[src/rtl/rom_sweep_reader_if.sv]
// ROM read bus plus the address-tagged output stream of rom_sweep_reader.
// The master side is the sweep engine; the slave side is the ROM together with the consumer.
interface rom_sweep_reader_if #(
  parameter int ADDR_W = 10,
  parameter int DATA_W = 8
);
  logic [ADDR_W-1:0] rom_addr;
  logic [DATA_W-1:0] rom_data;
  logic              out_valid;
  logic              out_ready;
  logic [DATA_W-1:0] out_data;
  logic [ADDR_W-1:0] out_addr;
  logic              out_last;

  modport master (
    output rom_addr,
    input  rom_data,
    output out_valid,
    input  out_ready,
    output out_data,
    output out_addr,
    output out_last
  );

  modport slave (
    input  rom_addr,
    output rom_data,
    input  out_valid,
    output out_ready,
    input  out_data,
    input  out_addr,
    input  out_last
  );
endinterface

[src/rtl/rom_sweep_reader.sv]
// Sweep engine for the synchronous rom: walks a modular address range, absorbs the read
// latency in a small return FIFO and streams address-tagged bytes with a running checksum.
module rom_sweep_reader #(
  parameter int ADDR_W       = 10,
  parameter int DATA_W       = 8,
  parameter int READ_LATENCY = 1,
  parameter int FIFO_DEPTH   = 4
) (
  input  logic               clk,
  input  logic               rst_n,
  input  logic               start,
  input  logic [ADDR_W-1:0]  start_addr,
  input  logic [ADDR_W-1:0]  end_addr,
  rom_sweep_reader_if.master bus,
  output logic               busy,
  output logic               done,
  output logic [15:0]        checksum
);
  localparam int PTR_W = (FIFO_DEPTH > 1) ? $clog2(FIFO_DEPTH) : 1;
  localparam int CNT_W = $clog2(FIFO_DEPTH + 1);

  if (READ_LATENCY < 1 || READ_LATENCY > 3) begin : g_bad_latency
    $error("rom_sweep_reader: READ_LATENCY must be in 1..3");
  end
  if (FIFO_DEPTH < READ_LATENCY + 1) begin : g_bad_depth
    $error("rom_sweep_reader: FIFO_DEPTH must be >= READ_LATENCY+1");
  end

  typedef enum logic [1:0] {IDLE, RUN, DRAIN, DONE} state_t;
  state_t state, state_nxt;

  logic [ADDR_W-1:0]     span_m1;
  logic [ADDR_W:0]       span;
  logic [ADDR_W:0]       remain;
  logic                  accept;
  logic                  issue;
  logic                  issue_last;
  logic                  room;
  logic                  fire;
  logic                  push;
  logic [ADDR_W-1:0]     issue_addr;

  logic [READ_LATENCY:0] pipe_vld;
  logic [READ_LATENCY:0] pipe_last;
  logic [ADDR_W-1:0]     pipe_addr [READ_LATENCY+1];

  logic [DATA_W-1:0]     fifo_data [FIFO_DEPTH];
  logic [ADDR_W-1:0]     fifo_addr [FIFO_DEPTH];
  logic                  fifo_last [FIFO_DEPTH];
  logic [PTR_W-1:0]      wr_ptr;
  logic [PTR_W-1:0]      rd_ptr;
  logic [CNT_W-1:0]      fifo_cnt;

  function automatic logic [PTR_W-1:0] next_ptr(input logic [PTR_W-1:0] p);
    return (p == PTR_W'(FIFO_DEPTH - 1)) ? '0 : p + PTR_W'(1);
  endfunction

  // The span is one wider than the address so a full wrap (end == start-1) counts 2^ADDR_W words.
  assign span_m1 = end_addr - start_addr;
  assign span    = {1'b0, span_m1} + (ADDR_W+1)'(1);
  assign room    = (int'($countones(pipe_vld)) + int'(fifo_cnt)) < FIFO_DEPTH;
  assign fire    = bus.out_valid && bus.out_ready;
  assign push    = pipe_vld[READ_LATENCY];

  always_ff @(posedge clk or negedge rst_n) begin
    if (!rst_n) state <= IDLE;
    else        state <= state_nxt;
  end

  always_comb begin
    state_nxt  = state;
    accept     = 1'b0;
    issue      = 1'b0;
    issue_last = 1'b0;
    case (state)
      IDLE: begin
        if (start) begin
          accept     = 1'b1;
          issue      = 1'b1;
          issue_last = (span == (ADDR_W+1)'(1));
          state_nxt  = issue_last ? DRAIN : RUN;
        end
      end
      RUN: begin
        if (room) begin
          issue      = 1'b1;
          issue_last = (remain == (ADDR_W+1)'(1));
          if (issue_last) state_nxt = DRAIN;
        end
      end
      // The last-tagged word leaves only after every earlier read has been returned and popped.
      DRAIN:   if (fire && bus.out_last) state_nxt = DONE;
      DONE:    state_nxt = IDLE;
      default: state_nxt = IDLE;
    endcase
  end

  assign issue_addr = accept ? start_addr : bus.rom_addr + ADDR_W'(1);

  always_ff @(posedge clk or negedge rst_n) begin
    if (!rst_n) begin
      bus.rom_addr <= '0;
      remain       <= '0;
      pipe_vld     <= '0;
      pipe_last    <= '0;
      checksum     <= '0;
      for (int i = 0; i <= READ_LATENCY; i++) pipe_addr[i] <= '0;
    end else begin
      pipe_vld     <= {pipe_vld[READ_LATENCY-1:0], issue};
      pipe_last    <= {pipe_last[READ_LATENCY-1:0], issue_last};
      pipe_addr[0] <= issue_addr;
      for (int i = 1; i <= READ_LATENCY; i++) pipe_addr[i] <= pipe_addr[i-1];
      if (issue) bus.rom_addr <= issue_addr;
      if (accept)     remain <= span - (ADDR_W+1)'(1);
      else if (issue) remain <= remain - (ADDR_W+1)'(1);
      if (accept)    checksum <= '0;
      else if (fire) checksum <= checksum + 16'(bus.out_data);
    end
  end

  // Return FIFO: the issue rule reserves a slot per outstanding read, so push never overflows.
  always_ff @(posedge clk or negedge rst_n) begin
    if (!rst_n) begin
      wr_ptr   <= '0;
      rd_ptr   <= '0;
      fifo_cnt <= '0;
      for (int i = 0; i < FIFO_DEPTH; i++) begin
        fifo_data[i] <= '0;
        fifo_addr[i] <= '0;
        fifo_last[i] <= 1'b0;
      end
    end else begin
      if (push) begin
        fifo_data[wr_ptr] <= bus.rom_data;
        fifo_addr[wr_ptr] <= pipe_addr[READ_LATENCY];
        fifo_last[wr_ptr] <= pipe_last[READ_LATENCY];
        wr_ptr            <= next_ptr(wr_ptr);
      end
      if (fire) rd_ptr <= next_ptr(rd_ptr);
      case ({push, fire})
        2'b10:   fifo_cnt <= fifo_cnt + CNT_W'(1);
        2'b01:   fifo_cnt <= fifo_cnt - CNT_W'(1);
        default: fifo_cnt <= fifo_cnt;
      endcase
    end
  end

  assign bus.out_valid = (fifo_cnt != '0);
  assign bus.out_data  = bus.out_valid ? fifo_data[rd_ptr] : '0;
  assign bus.out_addr  = bus.out_valid ? fifo_addr[rd_ptr] : '0;
  assign bus.out_last  = bus.out_valid && fifo_last[rd_ptr];
  assign busy          = (state == RUN) || (state == DRAIN);
  assign done          = (state == DONE);
endmodule

[src/flat_wrapper.sv]
// flat-port wrapper written by rule: the top's interface ports become plain ports
module rom_sweep_reader_flat 
#(
  parameter int ADDR_W       = 10,
  parameter int DATA_W       = 8,
  parameter int READ_LATENCY = 1,
  parameter int FIFO_DEPTH   = 4
)
  (clk, rst_n, start, start_addr, end_addr, busy, done, checksum, bus_rom_addr, bus_rom_data, bus_out_valid, bus_out_ready, bus_out_data, bus_out_addr, bus_out_last);
  rom_sweep_reader_if #(.ADDR_W(ADDR_W), .DATA_W(DATA_W)) bus_i ();
  input  logic clk;
  input  logic rst_n;
  input  logic start;
  input  logic [ADDR_W-1:0] start_addr;
  input  logic [ADDR_W-1:0] end_addr;
  output logic busy;
  output logic done;
  output logic [15:0] checksum;
  output wire logic [$bits(bus_i.rom_addr)-1:0] bus_rom_addr;
  input wire logic [$bits(bus_i.rom_data)-1:0] bus_rom_data;
  output wire logic [$bits(bus_i.out_valid)-1:0] bus_out_valid;
  input wire logic [$bits(bus_i.out_ready)-1:0] bus_out_ready;
  output wire logic [$bits(bus_i.out_data)-1:0] bus_out_data;
  output wire logic [$bits(bus_i.out_addr)-1:0] bus_out_addr;
  output wire logic [$bits(bus_i.out_last)-1:0] bus_out_last;
  assign bus_rom_addr = bus_i.rom_addr;
  assign bus_i.rom_data = bus_rom_data;
  assign bus_out_valid = bus_i.out_valid;
  assign bus_i.out_ready = bus_out_ready;
  assign bus_out_data = bus_i.out_data;
  assign bus_out_addr = bus_i.out_addr;
  assign bus_out_last = bus_i.out_last;
  rom_sweep_reader #(.ADDR_W(ADDR_W), .DATA_W(DATA_W), .READ_LATENCY(READ_LATENCY), .FIFO_DEPTH(FIFO_DEPTH)) u_core (.clk(clk), .rst_n(rst_n), .start(start), .start_addr(start_addr), .end_addr(end_addr), .bus(bus_i), .busy(busy), .done(done), .checksum(checksum));
endmodule
[config.mk]
export PLATFORM = sky130hd
export DESIGN_NAME = rom_sweep_reader_flat
export DESIGN_NICKNAME = d
export VERILOG_FILES = /design/src/rtl/rom_sweep_reader_if.sv /design/src/rtl/rom_sweep_reader.sv /design/src/flat_wrapper.sv
export SDC_FILE = /design/constraint.sdc
export NUM_CORES = 1
export LEC_CHECK = 0
export CORE_MARGIN = 4
export CORE_UTILIZATION = 35
export DETAILED_ROUTE_END_ITERATION = 7
export HOLD_SLACK_MARGIN = 0.15
export PLACE_DENSITY = 0.57
export SETUP_SLACK_MARGIN = 0.3
export SLEW_MARGIN = 20
export SYNTH_ARGS = -nofsm -noshare
export SYNTH_HDL_FRONTEND = slang
export SYNTH_SLANG_ARGS = --single-unit
[constraint.sdc]
create_clock -name clk -period 3.4 [get_ports clk]
set_input_delay 0.85 -clock clk [delete_from_list [all_inputs] [get_ports clk]]
set_output_delay 0.85 -clock clk [all_outputs]
set_load 0.05 [all_outputs]
==> results.sh <==
export IMPL_design_die_area_um2=24500
export IMPL_grt_met2_usage=0.257
export IMPL_place_hpwl_mm=13.0
export IMPL_syn_to_final_growth_pct=31.4
export IMPL_setup_worst_path_start_class="primary input"
export IMPL_tightest_slew_ns=1.09
export IMPL_clk_path_buf_depth=2
export IMPL_ys_ff_latch=146
export IMPL_nets=886
export IMPL_ys_warn_count=0
export IMPL_async_flop_share=1.00
export IMPL_fin_hold_ws_ns=0.350
export IMPL_cp_slowest_cell="fa_2"
export IMPL_die_h_um=156
export IMPL_tns_ns=0
export IMPL_setup_violations_final=0
export IMPL_numPortBuffers=79
export IMPL_routed_via_density=5.03
export IMPL_start_util=0.355
export IMPL_grt_overflow=0
export IMPL_critPathCaptureType="flip-flop"
export IMPL_grt_pass1_vias=5865
export IMPL_period_share=0.988
export IMPL_antenna_found_initial=0
export IMPL_p_leak_nw=4.40
export IMPL_clk_pin_slew_worst_paths_ns=0.06
export IMPL_drtIter0Drc=248
export IMPL_grt_use_total=0.152
export IMPL_netlist_area_um2=7710
export IMPL_fin_crit_ns=3.36
export IMPL_antenna_cells=0
export IMPL_gp_congestion=0.808
export IMPL_yosysSeqAreaShare=0.474
export IMPL_synthDistinctLibCells=58
export IMPL_rr_worst_depth=12
export IMPL_clock_latency_ns=0.42
export IMPL_htreeDepth=4
export IMPL_status="completed"
export IMPL_cts_root_buf="clkbuf_16"
export IMPL_regToRegStartpoint="u_core.rd_ptr[0]"
export IMPL_cp_cell_sequence="buf_8 > inv_12 > ha_4 > inv_2 > fa_2 > nand2b_1 > and2b_2 > o311a_1 > nand4_1 > o31a_1 > or3_4 > or4_4 > a22o_1"
export IMPL_grt_pass1_wl_mm=29.9
export IMPL_hold_path_class="reg2reg"
export IMPL_cts_sinks=146
export IMPL_crit_path_max_fanout=3
export IMPL_hold_start="u_core.pipe_addr[10]"
export IMPL_num_rows=54
export IMPL_powerDensity_nw_per_um2=1080
export IMPL_setup_slack_ns=0.0413
export IMPL_busiest_layer="met2"
export IMPL_synth_fp_nets=735
export IMPL_antenna_left=0
export IMPL_cts_buffers=17
export IMPL_grt_util_met3=0.0326
export IMPL_core_area_um2=21800
export IMPL_worstSetupPathType="in2reg"
export IMPL_io_pins=80
export IMPL_syn_avg_cell_area_um2=11.6
export IMPL_netlist_instances=665
export IMPL_fmax_ghz=0.298
export IMPL_pre_cts_ws_ns=-0.880
export IMPL_drive_above_1_share=0.356
export IMPL_slew_violations=0
export IMPL_hold_path_depth=0
export IMPL_tritoncts="done"
export IMPL_fin_skew_ns=0.0119
export IMPL_finalHoldViolCount=0
export IMPL_grt_start_max_net_pins=71
export IMPL_slowest_delay_ns=0.52
export IMPL_ir_drop_mv=0.543
export IMPL_synth_edf_count=0
export IMPL_placed_area_um2=9290
export IMPL_setup_worst_path_start="end_addr[0]"
export IMPL_first_pass_iters=6
export IMPL_use_met1=0.198
export IMPL_postLayoutCellArea_um2=10100
export IMPL_wl_per_cell_um=16.3
export IMPL_synth_main_ff_cell="dfrtp_1"
export IMPL_via_count=5573
export IMPL_relSlewSlack=0.273
export IMPL_worstPathRequired_ns=3.70
export IMPL_maxCapViolations=0
export IMPL_wirelength_mm=18.0
export IMPL_die_w_um=156
export IMPL_rsz0062_at_grt="true"
export IMPL_worstPathArrival_ns=3.66
export IMPL_drc=0
## path summary, 6_finish.rpt
check	to	slack [ns]
hold reg to reg	u_core.pipe_addr[0]	0.35
hold / removal	u_core.pipe_addr[0]	0.35
setup / recovery	u_core.state[0]	0.04
min in group asynchronous	u_core.fifo_data[27]	0.44
max in group asynchronous	u_core.remain[9]	2.19
setup reg to reg	u_core.checksum[12]	0.45
## stage by stage
stage / std cells / power (mW) / utilization
2_1_floorplan: 665 / 7.20 / -
3_3_place_gp: 1068 / 8.68 / 0.427
3_5_place_dp: 1068 / 8.88 / 0.427
4_1_cts: 1105 / 10.9 / 0.461
5_1_grt: 1109 / 11.6 / 0.466
6_report: 1109 / 10.9 / 0.466
## final cells by class
type,count,area (µm²)
Clock buffer,17,425
Clock inverter,15,184
Fill cell,2010,11600
Inverter,32,133
Multi-Input combinational cell,464,4060
Sequential cell,146,3650
Tap cell,280,350
Timing Repair Buffer,155,1330
## worst max-delay path: cells and delay by family
kind	cells	cell delay, ns
adder cells (fa/ha/maj)	2	0.63
buffers and inverters	3	0.18
AO/OA/AOI/OAI	3	0.75
AND/OR/NAND/NOR	5	1.23
## timing repair
item                                    4_1_cts  5_1_grt
setup buffers                                 5        4
cloned                                        0        0
endpoints found under the setup margin       28       14
pin swaps                                    17       16
hold buffers                                  0        0
resized for setup                            44       18
endpoints found under the hold margin         0        0
## synth_stat cells, types with 3 or more instances
cell type | number | area (µm²)
a211oi_1 | 3 | 22.5
a21o_1 | 6 | 45.0
a21oi_1 | 26 | 130
a31o_2 | 3 | 26.3
and2_1 | 22 | 138
and3_1 | 9 | 56.3
buf_1 | 3 | 11.3
clkbuf_1 | 19 | 71.3
dfrtp_1 | 146 | 3650
fa_1 | 3 | 60.1
ha_1 | 35 | 438
inv_1 | 32 | 120
mux2_2 | 87 | 980
mux4_2 | 19 | 428
nand2_1 | 55 | 206
nand3_1 | 12 | 60.1
nand4_1 | 8 | 50.1
nor2_1 | 24 | 90.1
nor2b_1 | 5 | 31.3
nor3_1 | 11 | 55.1
nor4_1 | 3 | 18.8
o2111ai_1 | 3 | 26.3
o211ai_1 | 3 | 22.5
o21ai_0 | 36 | 180
o21bai_1 | 4 | 30.0
or2_2 | 3 | 18.8
or3_1 | 7 | 43.8
xnor2_1 | 24 | 210
xor2_1 | 16 | 140
## cells in the final DEF (no fill, tap or decap), types with 9 or more instances in the layout
master           synthesis  routed
ha_1                    35      26
dfrtp_1                146     145
o21ai_0                 36      32
buf_4                    0      91
inv_1                   32      25
nand3_1                 12      12
nor2_1                  24      24
ha_4                     0       9
clkbuf_16                0      17
mux4_2                  19      19
xnor2_1                 24      24
xor2_1                  16      16
clkdlybuf4s50_1          0      47
nand2_1                 55      55
a21oi_1                 26      18
mux2_2                  87      87
and2_1                  22      19
nor3_1                  11      10
## power by group
part           switching (mW)  leakage (nW)  internal (mW)  total, mW
Combinational            3.27          2.34           2.58       5.85
Clock                   0.789         0.301           1.12       1.91
Sequential              0.600          1.76           2.57       3.17
Total                    4.66          4.40           6.26       10.9
## layer usage
layer / share of wire / up-vias / routed length [µm]
li1: - / 2687 / -
met1: 0.46 / 2777 / 8320
met2: 0.49 / 89 / 8810
met3: 0.037 / 20 / 664
met4: 0.013 / 0 / 243
met5: 0 / - / 0
## state kept, by name, summed over array words and instances, names as in the netlist, 3 cells and up
signal               cells
u_core.remain           11
u_core.fifo_data        32
u_core.fifo_last         4
u_core.fifo_cnt          3
u_core.fifo_addr        40
u_core.bus.rom_addr     10
u_core.checksum         16
u_core.pipe_addr        20
## kinds of logic after synthesis
| kind of cell | synth area share |
|---|---|
| buffers and inverters | 0.0277 |
| adder cells (fa/ha/maj) | 0.0645 |
| AO/OA/AOI/OAI | 0.0877 |
| XOR/XNOR | 0.0496 |
| flip-flops | 0.474 |
| AND/OR/NAND/NOR | 0.114 |
| multiplexers | 0.182 |
Power figures use the tool's default switching activity.
